### src/rtl/byte_stream_rx.sv
// Byte-stream receiver: packs 8-bit bytes little-endian into words and queues them in a
// first-word-fall-through FIFO. Define BYTE_STREAM_RX_TIMEOUT_EN to flush idle partial words.
module byte_stream_rx #(
    parameter int BYTES_PER_WORD = 4,
    parameter int DEPTH          = 4,
    parameter int TIMEOUT        = 16
) (
    input  logic                          clk,
    input  logic                          rst_n,
    input  logic [7:0]                    data_in,
    input  logic                          valid,
    output logic [8*BYTES_PER_WORD-1:0]   word_out,
    output logic [BYTES_PER_WORD-1:0]     word_keep,
    output logic                          word_valid,
    input  logic                          word_ready,
    output logic [$clog2(DEPTH):0]        fill_level,
    output logic                          overflow,
    input  logic                          overflow_clr,
    output logic                          pack_state_o
);

    localparam int W  = 8 * BYTES_PER_WORD;
    localparam int CW = $clog2(BYTES_PER_WORD);
    localparam int AW = $clog2(DEPTH);
    localparam int LW = AW + 1;

    if (BYTES_PER_WORD < 2 || BYTES_PER_WORD > 8 || DEPTH < 2 ||
        (DEPTH & (DEPTH - 1)) != 0 || TIMEOUT < 1) begin : g_bad_params
        $error("byte_stream_rx: illegal parameter combination");
    end

    typedef enum logic {
        FILL_IDLE = 1'b0,
        FILL_BUSY = 1'b1
    } fill_state_e;

    fill_state_e     state_q, state_d;
    logic [CW-1:0]   count_q, count_d;
    logic [W-1:0]    lanes_q, lanes_d;
    logic [W-1:0]    lanes_ins;
    logic            push_req;
    logic [W-1:0]    push_word;

    logic [W-1:0]    fifo_mem_q [DEPTH];
    logic [AW-1:0]   wr_q, rd_q;
    logic [LW-1:0]   fill_q;
    logic            fifo_full;
    logic            pop;
    logic            push_ok;
    logic            ovf_set;
    logic            overflow_q;

`ifdef BYTE_STREAM_RX_TIMEOUT_EN
    localparam int IW = $clog2(TIMEOUT + 1);
    logic [IW-1:0]          idle_q, idle_d;
    logic                   flush;
    logic [BYTES_PER_WORD-1:0] push_keep;
    logic [BYTES_PER_WORD-1:0] keep_mem_q [DEPTH];
`endif

    assign pack_state_o = (state_q == FILL_BUSY);

    always_ff @(posedge clk) begin
        if (!rst_n) begin
            state_q <= FILL_IDLE;
            count_q <= '0;
            lanes_q <= '0;
        end else begin
            state_q <= state_d;
            count_q <= count_d;
            lanes_q <= lanes_d;
        end
    end

    always_comb begin
        state_d   = state_q;
        count_d   = count_q;
        lanes_d   = lanes_q;
        push_req  = 1'b0;
        push_word = '0;
        lanes_ins = lanes_q;
`ifdef BYTE_STREAM_RX_TIMEOUT_EN
        push_keep = '0;
        idle_d    = idle_q;
        flush     = (state_q == FILL_BUSY) && (idle_q == IW'(TIMEOUT));
`endif
        for (int i = 0; i < BYTES_PER_WORD; i++) begin
            if (count_q == CW'(i)) lanes_ins[8*i +: 8] = data_in;
        end
`ifdef BYTE_STREAM_RX_TIMEOUT_EN
        // A flush empties the packer; a byte arriving on the same edge opens a fresh word.
        if (flush) begin
            push_req  = 1'b1;
            push_word = lanes_q;
            for (int i = 0; i < BYTES_PER_WORD; i++) begin
                push_keep[i] = (i < int'(count_q));
            end
            lanes_d = '0;
            count_d = '0;
            state_d = FILL_IDLE;
            if (valid) begin
                lanes_d[7:0] = data_in;
                count_d      = CW'(1);
                state_d      = FILL_BUSY;
            end
        end else
`endif
        if (valid) begin
            if (count_q == CW'(BYTES_PER_WORD - 1)) begin
                push_req  = 1'b1;
                push_word = lanes_ins;
                lanes_d   = '0;
                count_d   = '0;
                state_d   = FILL_IDLE;
`ifdef BYTE_STREAM_RX_TIMEOUT_EN
                push_keep = '1;
`endif
            end else begin
                lanes_d = lanes_ins;
                count_d = count_q + CW'(1);
                state_d = FILL_BUSY;
            end
        end
`ifdef BYTE_STREAM_RX_TIMEOUT_EN
        if (valid || flush) begin
            idle_d = '0;
        end else if (state_q == FILL_BUSY) begin
            idle_d = idle_q + IW'(1);
        end else begin
            idle_d = '0;
        end
`endif
    end

`ifdef BYTE_STREAM_RX_TIMEOUT_EN
    always_ff @(posedge clk) begin
        if (!rst_n) idle_q <= '0;
        else        idle_q <= idle_d;
    end
`endif

    // Handshake: a word moves downstream on any edge where word_valid && word_ready;
    // the head word and keep are held steady while word_valid=1 and word_ready=0.
    assign word_valid = (fill_q != '0);
    assign fifo_full  = (fill_q == LW'(DEPTH));
    assign pop        = word_valid && word_ready;
    assign push_ok    = push_req && (!fifo_full || pop);
    assign ovf_set    = push_req && fifo_full && !pop;

    always_ff @(posedge clk) begin
        if (push_ok) begin
            fifo_mem_q[wr_q] <= push_word;
`ifdef BYTE_STREAM_RX_TIMEOUT_EN
            keep_mem_q[wr_q] <= push_keep;
`endif
        end
    end

    always_ff @(posedge clk) begin
        if (!rst_n) begin
            wr_q   <= '0;
            rd_q   <= '0;
            fill_q <= '0;
        end else begin
            if (push_ok) wr_q <= wr_q + AW'(1);
            if (pop)     rd_q <= rd_q + AW'(1);
            case ({push_ok, pop})
                2'b10:   fill_q <= fill_q + LW'(1);
                2'b01:   fill_q <= fill_q - LW'(1);
                default: fill_q <= fill_q;
            endcase
        end
    end

    always_ff @(posedge clk) begin
        if (!rst_n)            overflow_q <= 1'b0;
        else if (ovf_set)      overflow_q <= 1'b1;
        else if (overflow_clr) overflow_q <= 1'b0;
    end

    assign overflow   = overflow_q;
    assign fill_level = fill_q;
    assign word_out   = word_valid ? fifo_mem_q[rd_q] : '0;
`ifdef BYTE_STREAM_RX_TIMEOUT_EN
    assign word_keep  = word_valid ? keep_mem_q[rd_q] : '0;
`else
    assign word_keep  = {BYTES_PER_WORD{word_valid}};
`endif

endmodule

### config.mk
export PLATFORM = sky130hd
export DESIGN_NAME = byte_stream_rx
export DESIGN_NICKNAME = d
export VERILOG_FILES = /design/src/rtl/byte_stream_rx.sv
export SDC_FILE = /design/constraint.sdc
export NUM_CORES = 1
export LEC_CHECK = 0
export ABC_CLOCK_PERIOD_IN_PS = 4510
export CAP_MARGIN = 20
export CORE_MARGIN = 2
export CORE_UTILIZATION = 54
export CTS_BUF_LIST = sky130_fd_sc_hd__clkbuf_8
export DETAILED_ROUTE_END_ITERATION = 10
export GPL_TIMING_DRIVEN = 1
export PLACE_DENSITY = 0.8
export SLEW_MARGIN = 20
export SYNTH_ARGS = -nofsm -noshare
export SYNTH_HDL_FRONTEND = slang
export SYNTH_SLANG_ARGS = --single-unit
### constraint.sdc
create_clock -name clk -period 4.51 [get_ports clk]
set_clock_uncertainty 0.2 [all_clocks]
set_input_delay 0.902 -clock clk [delete_from_list [all_inputs] [get_ports clk]]
set_output_delay 0.902 -clock clk [all_outputs]
set_load 0.005 [all_outputs]
==> results of run 1 <==
[cell type report]
class	count	area [um^2]	area share, %
Tap cell	172	215.2	2.693
Sequential cell	165	4586	57.37
Multi-Input combinational cell	241	2132	26.67
Clock inverter	14	163.9	2.051
Timing Repair Buffer	65	635.6	7.952
Inverter	7	26.28	0.3287
Clock buffer	17	234.0	2.927
[sequential cells by signal, indices dropped and copies added, names as in the netlist, named ones only]
| signal | cells |
|---|---|
| fill_level | 3 |
| count_q | 2 |
| wr_q | 2 |
| fifo_mem_q | 128 |
| overflow | 1 |
| pack_state_o | 1 |
| lanes_q | 24 |
| rd_q | 2 |
[power by group through the flow]
stage	Sequential (mW)	Clock, mW	Combinational, mW
after floorplan	1.68	0	0.154
after CTS	1.65	1.06	0.227
after global placement	1.69	0	0.217
final	1.65	1.05	0.226
after global routing	1.65	1.12	0.243
after detailed placement	1.69	0	0.224
[worst min-delay path: stages, from the launching register on]
cell,delay (ps)
sky130_fd_sc_hd__dfxtp_1,320
sky130_fd_sc_hd__nor2_1,80
sky130_fd_sc_hd__nor2_1,40
[through the flow]
step           std cells  hold slack [ps]  util (%)
2_1_floorplan        451            257.6         -
3_3_place_gp         650            260.7     60.43
3_5_place_dp         650            260.9     60.43
4_1_cts              681            284.6     63.59
5_1_grt              681            298.6     63.59
6_report             681            279.5     63.59
[cell families after synthesis]
family	Yosys count	synth area share [%]
compound gates	47	4.864
xor+xnor	3	0.3784
fa+ha+maj	9	1.729
buf+inv	45	3.297
flops	165	66.01
mux	58	14.14
simple gates	124	9.584
[layout by cell type (no fill, tap or decap), types with 2 or more instances in the layout]
cell                              count
sky130_fd_sc_hd__nor2_1              58
sky130_fd_sc_hd__and3_1               8
sky130_fd_sc_hd__or3_1                2
sky130_fd_sc_hd__nand2_1              3
sky130_fd_sc_hd__o211ai_1             2
sky130_fd_sc_hd__and3b_1              2
sky130_fd_sc_hd__buf_4               10
sky130_fd_sc_hd__and2_1              36
sky130_fd_sc_hd__inv_1                8
sky130_fd_sc_hd__o21ai_0              4
sky130_fd_sc_hd__xor2_1               2
sky130_fd_sc_hd__clkinv_4             3
sky130_fd_sc_hd__mux2i_1             25
sky130_fd_sc_hd__clkbuf_8            17
sky130_fd_sc_hd__dfxtp_1             36
sky130_fd_sc_hd__bufinv_16            3
sky130_fd_sc_hd__o21ai_2              2
sky130_fd_sc_hd__clkinvlp_4           3
sky130_fd_sc_hd__a21oi_1              5
sky130_fd_sc_hd__clkinv_1             2
sky130_fd_sc_hd__ha_1                 8
sky130_fd_sc_hd__a22oi_1             24
sky130_fd_sc_hd__and3b_2              4
sky130_fd_sc_hd__mux4_2              32
sky130_fd_sc_hd__clkdlybuf4s50_1     54
sky130_fd_sc_hd__edfxtp_1           128
[worst paths after layout]
check                              from                    endpoint  slack [ps]  cells after the start
max reg2reg  fill_level[1]$_SDFFE_PN0P_  fill_level[2]$_SDFFE_PN0P_        1480                      6
max          fill_level[1]$_SDFFE_PN0P_                word_out[28]         720                      4
min           pack_state_o$_SDFFE_PN0P_   pack_state_o$_SDFFE_PN0P_         280                      2
min reg2reg   pack_state_o$_SDFFE_PN0P_   pack_state_o$_SDFFE_PN0P_         280                      2
[per-layer routing]
| metal | vias to the layer above | global-route usage [%] | wire length (um) |
|---|---|---|---|
| met5 | - | 0 | 0 |
| met4 | 0 | 9.337 | 302 |
| met3 | 34 | 3.988 | 588 |
| met2 | 128 | 33.19 | 6869 |
| met1 | 1936 | 25.78 | 5459 |
| li1 | 1789 | - | - |
==> impl_metrics.toml, run 1 <==
[outcome]
outcome = "finished clean"

[pwr]
cell_internal_pwr_mw = 2.285
worst_ir_drop_vdd_mv = 0.1702
switching_share_pct = 21.84
power.share.sequential_pct = 56.5
total_power_mw = 2.924
powerDensity_nw_per_um2 = 365.8
p_comb_share_pct = 7.7
netSwitchingPower_mw = 0.6385
clkPwrFrac_pct = 35.8
leakage_nw = 2.910

[place]
place.detailed.hpwl_um = 8436
portBuffers = 54
post_dp_cell_area_um2 = 7595
place.gp.congestion = 0.8217
detailedPlace.worstSlack_ps = 936.0

[synth]
synth_seq_cells = 165
synth_warnings = 0
synthDistinctLibCells = 49
synthesis.nets = 473
synthTopCellsByArea = "sky130_fd_sc_hd__edfxtp_1 (55%), sky130_fd_sc_hd__dfxtp_1 (11%), sky130_fd_sc_hd__mux4_2 (10%)"
synth_cell_count_leaders = "sky130_fd_sc_hd__edfxtp_1 (128), sky130_fd_sc_hd__nor2_1 (58), sky130_fd_sc_hd__dfxtp_1 (37), sky130_fd_sc_hd__and2_1 (36), sky130_fd_sc_hd__mux4_2 (32)"
edff_count_synth = 128
synth.cell_area_um2 = 6945
share_of_flip_flops_with_an_asynchronous_set_or_reset_after_synthesis_pct = 0
synth.top_cell.area_share_pct = 55.34
synthCells = 451
dominantRegCellSynth = "sky130_fd_sc_hd__edfxtp_1"
synth_most_common_cell = "sky130_fd_sc_hd__edfxtp_1"
seq_area_frac_synth_pct = 66.01
syn_area_per_cell_um2 = 15.40
synth.largest_area_cell = "sky130_fd_sc_hd__edfxtp_1"

[worst_setup_path]
cp.buffers_inverters = 2
worst_setup_path_end_kind = "primary output"
crit_path_cell_trace = "or3_1 > buf_4 > and2_1 > clkdlybuf4s50_1"
crit_slowest_cell = "sky130_fd_sc_hd__or3_1"
critPathKind = "flip-flop to primary output"
critical_path.top_delay_family = "buffers and inverters"
cp_data_required_time_ps = 3410
crit_path_max_fanout = 20
startpoint_type = "flip-flop"
worstPathArrival_ps = 2680
slowest_stage_delay_cp_ps = 640

[grt]
grt_pass1_wl_um = 21080
tot_gr_track_use_pct = 20.08
grt_antenna_before_repair = 0
grt_start_max_net_pins = 31
first_global_vias = 3919
globalRouteOverflowTotal = 0

[timing]
period_needed_ps = 3785
clock.fmax_ghz = 0.2642
timing.final.hold_violations = 0
worst_slew_margin_rel_pct = 43.19
worstMarginPinSlew_ps = 852.2
finalWorstSetupSlack_ps = 724.8
rsz0062_at_grt = "false"
finalCritPeriodShare_pct = 83.93
report.final.setup_viol = 0
tns_ps = 0
maxSlewViolCount = 0

[final_layout]
fill_cells = 893
final_layout_size_suffix_gt1_share_pct = 16.50
area.growth.synth_to_final_pct = 15.08
final_net_count = 519
fin_area_um2 = 7993
insertedDiodeCount = 0

[clocking]
post-cts-setup-buffers = 0
tritoncts = "built"
clkTransAtPathRegs_ps = 80
clock_latency_ps = 450
cts_root_buffer = "sky130_fd_sc_hd__clkbuf_8"
htree_num_levels = 4
cts_buffers = 17
clock_path_buffers = 2
cts_repair_resizes = 0
cts.hold.buffers_added = 0
cts_num_sinks = 165

[detailed_routing]
route.detailed.drc = 0
wl_cell_um = 19.41
totalWireLength_um = 13220
detailroute.via_count = 3887
detail_route.iter0.violations = 300
detail_route.first_pass.iterations = 5
drt.antenna.violating_nets = 0
post_drt_via_cell_ratio = 5.708

[flow_run]
timing.max_cap.violations = 0

[die]
die_height_um = 117.4
floorplan.die.width_um = 117.4
fp.coreArea_um2 = 12570
io_pins = 55
row_count = 41
dieArea_um2 = 13790
effective_utilization_at_floorplan_pct = 55.26

[hold_path]
min_path_type = "flip-flop to flip-flop"
Note: power is estimated with default switching activity, not from simulation.
==> inputs of run 2 (changes only) <==
--- a/config.mk
+++ b/config.mk
@@ -5,14 +5,14 @@
 export SDC_FILE = /design/constraint.sdc
 export NUM_CORES = 1
 export LEC_CHECK = 0
-export ABC_CLOCK_PERIOD_IN_PS = 4510
+export ABC_CLOCK_PERIOD_IN_PS = 3400
 export CAP_MARGIN = 20
 export CORE_MARGIN = 2
 export CORE_UTILIZATION = 54
 export CTS_BUF_LIST = sky130_fd_sc_hd__clkbuf_8
 export DETAILED_ROUTE_END_ITERATION = 10
 export GPL_TIMING_DRIVEN = 1
-export PLACE_DENSITY = 0.8
+export PLACE_DENSITY = 0.83
 export SLEW_MARGIN = 20
 export SYNTH_ARGS = -nofsm -noshare
 export SYNTH_HDL_FRONTEND = slang
==> constraint.sdc (replaced) <==
create_clock -name clk -period 3.4 [get_ports clk]
set_clock_uncertainty 0.2 [all_clocks]
set_input_delay 0.68 -clock clk [delete_from_list [all_inputs] [get_ports clk]]
set_output_delay 0.68 -clock clk [all_outputs]
set_load 0.005 [all_outputs]
==> run 2 against run 1 <==
Effect of this change: global-route usage shrank 0.36 points; final cell count rose by 0.44%; flip-flop and latch count is the same; non-clock buffer count up 2; total power is 30% higher; routed wire length shrank 2.3%; critical endpoint is now word_out[29]; largest power group unchanged.
==> impl_metrics.toml, run 2 (synthesis results as in run 1) <==
[grt]
grt_pass1_wl_um = 20930
grt_antenna_before_repair = 0
globalRouteOverflowTotal = 0
grt_start_max_net_pins = 33
tot_gr_track_use_pct = 19.72
first_global_vias = 4025

[final_layout]
stdcell_count = 684
final_layout_size_suffix_gt1_share_pct = 17.58
utilization_pct = 63.47
register_with_the_most_flip_flops = "fifo_mem_q"
final_net_count = 521
final_common_cell = "sky130_fd_sc_hd__edfxtp_1"
largest_register_ffs = 128
area.growth.synth_to_final_pct = 14.86
mostFrequentLayoutCells = "sky130_fd_sc_hd__edfxtp_1 (128), sky130_fd_sc_hd__nor2_1 (58), sky130_fd_sc_hd__clkdlybuf4s50_1 (54)"
insertedDiodeCount = 0

[worst_setup_path]
startpoint_type = "flip-flop"
critPathKind = "flip-flop to primary output"
crit_path_max_fanout = 16
cp_data_required_time_ps = 2520
worstPathArrival_ps = 2290
worst_setup_path_end_kind = "primary output"

[clocking]
tritoncts = "built"
cts_buffers = 17
htree_num_levels = 4
clock_path_buffers = 2
cts_root_buffer = "sky130_fd_sc_hd__clkbuf_8"
clock_latency_ps = 440
cts_num_sinks = 165
clkTransAtPathRegs_ps = 80
cts.hold.buffers_added = 0

[timing]
tns_ps = 0
timing.final.hold_violations = 0
period_needed_ps = 3174
maxSlewViolCount = 0
report.final.setup_viol = 0
worst_slew_margin_rel_pct = 60.36
finalCritPeriodShare_pct = 93.36
clock.fmax_ghz = 0.3150
worstMarginPinSlew_ps = 594.6
rsz0062_at_grt = "false"

[pwr]
powerDensity_nw_per_um2 = 475.6
worst_ir_drop_vdd_mv = 0.3180
leakage_nw = 2.903

[detailed_routing]
wl_cell_um = 18.89
detailroute.via_count = 3941
totalWireLength_um = 12920
detail_route.first_pass.iterations = 5
drt.antenna.violating_nets = 0
route.detailed.drc = 0
post_drt_via_cell_ratio = 5.762
detail_route.iter0.violations = 282

[die]
effective_utilization_at_floorplan_pct = 55.26
floorplan.die.width_um = 117.4
dieArea_um2 = 13790
io_pins = 55
die_height_um = 117.4
row_count = 41
fp.coreArea_um2 = 12570

[hold_path]
min_path_type = "flip-flop to flip-flop"

[place]
place.detailed.hpwl_um = 8022
place.gp.congestion = 0.7847
portBuffers = 54
place_inst = 652

[flow_run]
timing.max_cap.violations = 0

[outcome]
outcome = "finished clean"
[run 2: area by class of cell]
class | count | area [um^2]
Tap cell | 172 | 215.2
Fill cell | 897 | 4591
Multi-Input combinational cell | 241 | 2137
Inverter | 7 | 26.28
Timing Repair Buffer | 67 | 638.1
Sequential cell | 165 | 4586
Clock buffer | 18 | 247.7
Clock inverter | 14 | 127.6
[run 2: stage by stage]
stage	setup slack [ps]	instance area, um^2	total power, mW	hold WS [ps]
after global routing	88.48	7978	3.919	316.5
final	225.9	7978	3.794	275.3
after floorplan	689.2	6945	2.428	257.6
after global placement	427.1	7597	2.522	256.6
after CTS	170.3	7978	3.816	278.9
after detailed placement	321.1	7597	2.532	258.0
[run 2: where the power goes]
| part | leakage, nW | switching (mW) | internal [mW] | total [mW] |
|---|---|---|---|---|
| clock network | 0.184 | 0.706 | 0.604 | 1.31 |
| logic | 0.984 | 0.151 | 0.148 | 0.299 |
| registers | 1.73 | 0.0177 | 2.17 | 2.18 |
[run 2: final timing paths]
kind                                            startpoint  slack, ps                         end  cells past startpoint
worst max-delay path                             flip-flop        230                word_out[29]                      4
worst max register to register  fill_level[0]$_SDFFE_PN0P_        840  fill_level[2]$_SDFFE_PN0P_                      6
worst min-delay path             pack_state_o$_SDFFE_PN0P_        280   pack_state_o$_SDFFE_PN0P_                      2
worst min register to register   pack_state_o$_SDFFE_PN0P_        280   pack_state_o$_SDFFE_PN0P_                      2
[run 2: repair_timing]
action,in CTS,in global routing
gates resized for setup,1,0
setup buffers,0,0
setup endpoints to repair,3,0
[run 2: per-layer routing]
metal | part of all wire [%] | GRT usage (%)
met1 | 40 | 24.12
met4 | 1.9 | 7.229
met5 | 0 | 0
met3 | 4.9 | 3.259
met2 | 54 | 35.34
[run 2: worst max-delay path: stages, from the launching register on]
cell	delay (ps)
sky130_fd_sc_hd__dfxtp_2	340
sky130_fd_sc_hd__buf_4	320
sky130_fd_sc_hd__mux4_2	560
sky130_fd_sc_hd__and2_1	170
sky130_fd_sc_hd__clkdlybuf4s50_1	460
